==> config.mk <==
export PLATFORM = sky130hd
export DESIGN_NAME = mem_port_arbiter
export DESIGN_NICKNAME = d
export VERILOG_FILES = /design/src/rtl/mem_port_arbiter_pkg.sv /design/src/rtl/mem_arb_pick.sv /design/src/rtl/mem_port_arbiter.sv
export SDC_FILE = /design/constraint.sdc
export NUM_CORES = 1
export LEC_CHECK = 0
export BUFFER_PORTS_ARGS = -buffer_cell sky130_fd_sc_hd__buf_2
export CAP_MARGIN = 20
export CORE_AREA = 2 2 103 105
export CTS_CLUSTER_SIZE = 20
export DETAILED_ROUTE_END_ITERATION = 8
export DIE_AREA = 0 0 105 107
export PLACE_DENSITY = 0.5
export SKIP_CTS_REPAIR_TIMING = 1
export SLEW_MARGIN = 20
export SYNTH_ARGS = -nofsm -noshare
export SYNTH_HDL_FRONTEND = slang
export SYNTH_SLANG_ARGS = --single-unit
==> constraint.sdc <==
create_clock -name clk -period 4.35 [get_ports clk]
set_input_delay 0.6525 -clock clk [delete_from_list [all_inputs] [get_ports clk]]
set_output_delay 0.6525 -clock clk [all_outputs]
set_load 0.02 [all_outputs]
==> src/rtl/mem_port_arbiter_pkg.sv <==
// rtl/mem_port_arbiter_pkg.sv - shared constants and types for the unified memory port arbiter
// Contents:
//   WORD_LEN   - datapath / address width
//   arb_own_e  - response owner encoding (ARB_OWN_NONE / ARB_OWN_I / ARB_OWN_D)
package mem_port_arbiter_pkg;

    localparam int WORD_LEN = 32;
    localparam int STARVE_W = 4;

    typedef enum logic [1:0] {
        ARB_OWN_NONE = 2'd0,
        ARB_OWN_I    = 2'd1,
        ARB_OWN_D    = 2'd2
    } arb_own_e;

endpackage

==> src/rtl/mem_arb_pick.sv <==
// rtl/mem_arb_pick.sv - combinational winner select between fetch (I) and load/store (D)
// Ports:
//   i_req, d_req   in   requests from fetch and load/store stages
//   rr_last_i      in   (ARB_ROUND_ROBIN_EN only) 1 = I won the last contended cycle
//   starve_hit     in   (default build) I has been denied STARVE_LIMIT cycles in a row
//   pick_i, pick_d out  one-hot (or zero) winner
// Configuration macro: ARB_ROUND_ROBIN_EN (alternate winners on contention instead of
//   D-priority with starvation override).
module mem_arb_pick (
    input  logic i_req,
    input  logic d_req,
`ifdef ARB_ROUND_ROBIN_EN
    input  logic rr_last_i,
`else
    input  logic starve_hit,
`endif
    output logic pick_i,
    output logic pick_d
);

    always_comb begin
        pick_i = 1'b0;
        pick_d = 1'b0;
        if (i_req && d_req) begin
`ifdef ARB_ROUND_ROBIN_EN
            // Contended: hand the port to whoever did not win last time.
            if (rr_last_i) begin
                pick_d = 1'b1;
            end else begin
                pick_i = 1'b1;
            end
`else
            // Contended: D normally wins so the pipeline back end drains first,
            // but a starved fetch is forced through.
            if (starve_hit) begin
                pick_i = 1'b1;
            end else begin
                pick_d = 1'b1;
            end
`endif
        end else begin
            pick_i = i_req;
            pick_d = d_req;
        end
    end

endmodule

==> src/rtl/mem_port_arbiter.sv <==
// rtl/mem_port_arbiter.sv - shares one registered-read memory port between fetch and load/store
// Ports:
//   clk, rst                      clock, synchronous active-high reset
//   i_req/i_addr/i_gnt            fetch request, byte address, grant (combinational)
//   i_rvalid/i_rdata              fetch response, cycle after i_gnt
//   d_req/d_addr/d_wen/d_wdata    data request (d_wen=1 store), grant d_gnt (combinational)
//   d_rvalid/d_rdata              load response, cycle after a granted load
//   m_addr/m_wen/m_wdata/m_rdata  memory port; m_rdata valid one cycle after m_addr
// Parameter: STARVE_LIMIT (1..15) cycles I may lose to D before I is forced to win.
// Configuration macro: ARB_ROUND_ROBIN_EN (round-robin on contention; no starvation counter).
module mem_port_arbiter
    import mem_port_arbiter_pkg::*;
#(
    parameter int STARVE_LIMIT = 4
) (
    input  logic                clk,
    input  logic                rst,
    input  logic                i_req,
    input  logic [WORD_LEN-1:0] i_addr,
    output logic                i_gnt,
    output logic                i_rvalid,
    output logic [WORD_LEN-1:0] i_rdata,
    input  logic                d_req,
    input  logic [WORD_LEN-1:0] d_addr,
    input  logic                d_wen,
    input  logic [WORD_LEN-1:0] d_wdata,
    output logic                d_gnt,
    output logic                d_rvalid,
    output logic [WORD_LEN-1:0] d_rdata,
    output logic [WORD_LEN-1:0] m_addr,
    output logic                m_wen,
    output logic [WORD_LEN-1:0] m_wdata,
    input  logic [WORD_LEN-1:0] m_rdata
);

    logic     pick_i;
    logic     pick_d;
    arb_own_e owner;
    arb_own_e owner_nxt;

`ifdef ARB_ROUND_ROBIN_EN
    // 1 = I won the most recent contended cycle; reset value points at D so I goes first.
    logic rr_last_i;

    mem_arb_pick u_pick (
        .i_req     (i_req),
        .d_req     (d_req),
        .rr_last_i (rr_last_i),
        .pick_i    (pick_i),
        .pick_d    (pick_d)
    );

    always_ff @(posedge clk) begin
        if (rst) begin
            rr_last_i <= 1'b0;
        end else if (i_req && d_req) begin
            rr_last_i <= i_gnt;
        end
    end
`else
    logic [STARVE_W-1:0] starve_cnt;
    logic                starve_hit;

    assign starve_hit = (starve_cnt == STARVE_W'(STARVE_LIMIT));

    mem_arb_pick u_pick (
        .i_req      (i_req),
        .d_req      (d_req),
        .starve_hit (starve_hit),
        .pick_i     (pick_i),
        .pick_d     (pick_d)
    );

    // Counts consecutive cycles I was waiting while D took the port; any gap in
    // the fetch request or a fetch grant restarts the count.
    always_ff @(posedge clk) begin
        if (rst || !i_req || i_gnt) begin
            starve_cnt <= '0;
        end else if (d_gnt && !starve_hit) begin
            starve_cnt <= starve_cnt + 1'b1;
        end
    end
`endif

    // Grants are held off during reset so nothing reaches memory.
    assign i_gnt   = pick_i & ~rst;
    assign d_gnt   = pick_d & ~rst;

    assign m_addr  = d_gnt ? d_addr : i_addr;
    assign m_wen   = d_gnt & d_wen;
    assign m_wdata = d_wdata;

    always_comb begin
        owner_nxt = ARB_OWN_NONE;
        if (i_gnt) begin
            owner_nxt = ARB_OWN_I;
        end else if (d_gnt && !d_wen) begin
            owner_nxt = ARB_OWN_D;
        end
    end

    always_ff @(posedge clk) begin
        if (rst) begin
            owner <= ARB_OWN_NONE;
        end else begin
            owner <= owner_nxt;
        end
    end

    // A response already in flight when reset hits is dropped in the reset cycle too.
    assign i_rvalid = (owner == ARB_OWN_I) & ~rst;
    assign d_rvalid = (owner == ARB_OWN_D) & ~rst;
    assign i_rdata  = m_rdata;
    assign d_rdata  = m_rdata;

endmodule

==> out/summary.log <==
[yosys] warnings from Yosys 0
[critical_path] CP Data Required Time 3.70 ns
[clock_tree] CTS tree yes
[cells_and_area] nets 309
[timing] final count of pins violating max slew 0
[critical_path] worst reg2reg path depth 6
[timing] Worst Tran Pin Value 0.5063 ns
[placed_design] placed inst area 1351 sq um
[floorplanning] number of top-level pins 266
[cells_and_area] multi-input combinational cell area 513.0 sq um
[cells_and_area] fill cell count 1,169
[critical_path] arrival time reported for the critical path endpoint 2.12 ns
[critical_path] largest stage delay on the critical path 0.43 ns
[route] Residual DRC 0
[global_routing] initial antenna violation count 0
[yosys] Mapped Avg Cell Area 8.774 sq um
[timing] number of hold violations in the final report 0
[clock_tree] later-pin clock latency in the skew report 0.22 ns
[power] part of the total power dissipated in sequential elements 21.4%
[cells_and_area] ANT cells 0
[critical_path] worst reg-to-reg setup slack 2.82 ns
[route] number of design-rule violations left by the first detailed-router iteration 34
[route] vias post-DR 979
[worst_hold_path] destination of the worst hold path starve_cnt[0]$_SDFFE_PP0P_
[global_routing] maximum number of pins on one net before global-route repair 36
[power] share of total power in combinational logic 48.2%
[yosys] count of mapped cells out of synthesis 162
[clock_tree] clock tree buffer depth 2
[floorplanning] Core Box Area 10,090 sq um
[clock_tree] depth of the CTS H-tree 1
[global_routing] via count of the first global-routing pass 1,010
[timing] Max Clk Rate 360.9 MHz
[timing] unrepaired setup endpoints after global routing no
[critical_path] Max Fanout on Critical Path 25
[power] switch share 33.34%
[route] routed length per placed instance 11.06 um
[cells_and_area] area of all sequential standard cells 120.1 sq um
[cells_and_area] share of final-layout standard cells stronger than drive strength 1 81.98%
[status] status completed
[power] Internal Dissipation 0.0001792 W
[clock_tree] TritonCTS buffer count 3
[placed_design] estimated wirelength of the detail-placed design 2.867 mm
[route] total routed wirelength 3.407 mm
[route] Vias per Instance 3.179
[route] Detailed Routing Iterations Pass 1 4
[placed_design] number of instances in the placed design 304
[critical_path] critical path startpoint category register
[route] Antenna Violating Nets Remaining 0
[floorplanning] starting density of the core 14.08%
[cells_and_area] Cell Count, Final, Fillers Out 308
[power] Peak VDD IR 0.0001364 V
[critical_path] sort of element at the end of the critical path output port
[timing] Setup TNS Final 0 ns
[placed_design] weighted congestion at the end of routability-driven global placement 0.6190
[floorplanning] std cell rows 37
[power] static power due to leakage 0.7084 nW
[critical_path] source of the worst register-to-register timing path starve_cnt[0]$_SDFFE_PP0P_
[yosys] Mapped Nets 297
[timing] fin crit period 2.771 ns
[timing] ratio of final minimum period to clock period 63.70%
[clock_tree] master cell of the clock root buffer sky130_fd_sc_hd__clkbuf_8
[cells_and_area] post-route cell area 1420 sq um
[power] clock network fraction of design power 30.5%
[critical_path] cell with the largest stage delay on the worst path sky130_fd_sc_hd__o21ai_4
[yosys] portion of the post-synthesis area used by sequential elements 8.451%
[clock_tree] clk sinks 6
[global_routing] final global-route overflow total 0
[yosys] flops & latches, synth 6
[global_routing] global-route wire length before repair 4.878 mm
[global_routing] global routing usage summed across all routing layers 5.449%
[placed_design] quantity of I/O buffers inserted on ports 105
[critical_path] path type of the worst setup path reg2out
[worst_hold_path] startpoint of the tightest hold check path starve_cnt[0]$_SDFFE_PP0P_
[yosys] post-synthesis instance area 1421 sq um
[cells_and_area] Layout area overhead -0.08815%
[floorplanning] full die area 11,240 sq um
[power] switching power 0.00008961 W
[worst_hold_path] worst hold path type reg2reg
[timing] skew final 0.002168 ns
[run] reported max-cap violation count 0
[floorplanning] Chip Width 105 um
[timing] worst rel slew slack 66.12%
[worst_hold_path] worst hold path stage count 1
[yosys] count of cell types in the netlist 17
[floorplanning] Vert. Die Dim 107 um
[timing] final number of setup-violating endpoints 0
[critical_path] crit-path cells inv_1 > ha_1 > nand3b_4 > o21ai_4 > buf_16 > mux2_2 > buf_2
[clock_tree] register clock-pin slew on the reported worst setup and hold paths 0.03 ns
[power] power density over the cells 189.3 nW/um^2
[critical_path] r2r endpoint owner[1]$_SDFF_PP0_
[how the worst max path moves through the flow]
stage                                           from          to  slack (ns)  depth (start not counted)
final                     starve_cnt[0]$_SDFFE_PP0P_  m_addr[30]        1.58                          7
after global routing      starve_cnt[0]$_SDFFE_PP0P_  m_addr[31]        1.43                          7
after CTS                 starve_cnt[0]$_SDFFE_PP0P_  m_addr[31]        1.23                          6
after detailed placement                       i_req  m_addr[31]        1.32                          5
after global placement                         i_req  m_addr[31]        1.37                          5
after floorplan                                i_req  m_addr[24]        2.11                          4
[cell families after synthesis]
logic type / share of synthesized area [%]
xor gates and xnor gates: 1.233
buffers and inverters: 55.46
DFF: 8.451
adders and majority gates: 1.760
muxes: 25.35
AOI/OAI and AO/OA: 2.201
and+or+nand+nor: 5.545
[critical path: cells and delay by family, from the launching register on]
family | cells | cell delay, ns
adder cells (fa/ha/maj) | 1 | 0.19
AO/OA/AOI/OAI | 1 | 0.43
AND/OR/NAND/NOR | 1 | 0.11
multiplexers | 1 | 0.36
buffers and inverters | 3 | 0.46
flip-flops | 1 | 0.32
[power groups by stage]
stage / Sequential [W] / Clock [W] / Combinational (W)
2_1_floorplan: 0.0000580 / 0 / 0.000203
3_3_place_gp: 0.0000581 / 0 / 0.000127
3_5_place_dp: 0.0000582 / 0 / 0.000128
4_1_cts: 0.0000574 / 0.0000850 / 0.000129
5_1_grt: 0.0000576 / 0.0000880 / 0.000140
6_report: 0.0000574 / 0.0000820 / 0.000129
[final cells by class]
cell class / instances / area share [%]
clock buffer: 3 / 2.907
timing repair buffer: 106 / 38.94
tap: 136 / 11.98
inverter: 6 / 1.586
multi-input combinational: 51 / 36.12
sequential: 6 / 8.458
[flip-flops by register name, summed over array words and instances, names as in the netlist]
name,count
owner,2
starve_cnt,4
[cell usage after synthesis]
library cell	count	area [sq um]
sky130_fd_sc_hd__nor2_1	6	22.52
sky130_fd_sc_hd__nand3_1	1	5.000
sky130_fd_sc_hd__dfxtp_1	6	120.1
sky130_fd_sc_hd__nand3b_4	1	20.02
sky130_fd_sc_hd__inv_1	6	22.52
sky130_fd_sc_hd__and2b_1	1	7.510
sky130_fd_sc_hd__ha_1	2	25.02
sky130_fd_sc_hd__buf_8	3	45.04
sky130_fd_sc_hd__nor3b_1	2	15.01
sky130_fd_sc_hd__a211oi_1	2	15.01
sky130_fd_sc_hd__buf_4	96	720.7
sky130_fd_sc_hd__xor2_1	1	8.760
sky130_fd_sc_hd__mux2_2	30	337.8
sky130_fd_sc_hd__nand4b_1	1	8.760
sky130_fd_sc_hd__mux2_1	2	22.52
sky130_fd_sc_hd__xnor2_1	1	8.760
sky130_fd_sc_hd__o21ai_4	1	16.27
[per-stage QoR]
step | hold WS [ns] | setup WS [ns] | total power, W | utilization [%]
2_1_floorplan | 0.4297 | 2.113 | 0.0002610 | -
3_3_place_gp | 0.4494 | 1.375 | 0.0001847 | 13.39
3_5_place_dp | 0.4688 | 1.321 | 0.0001865 | 13.39
4_1_cts | 0.4760 | 1.232 | 0.0002713 | 13.80
5_1_grt | 0.5211 | 1.427 | 0.0002853 | 14.07
6_report | 0.4663 | 1.579 | 0.0002688 | 14.07
[cell usage in the layout (no fill, tap or decap), drive strengths merged, types with 2 or more instances in the layout]
cell | netlist | final
a211oi | 2 | 2
mux2 | 32 | 32
nor3b | 2 | 2
inv | 6 | 6
nor2 | 6 | 6
clkbuf | 0 | 3
dfxtp | 6 | 6
buf | 99 | 106
ha | 2 | 2
[per-layer routing]
layer  up-vias  share of wire, %  track usage, %
met5         -                 0               0
met4         0               6.3           4.952
met3        41                14           1.641
met2        75                44           9.091
met1       416                36           5.478
li1        447                 -               -
(Power assumes the default switching activity.)
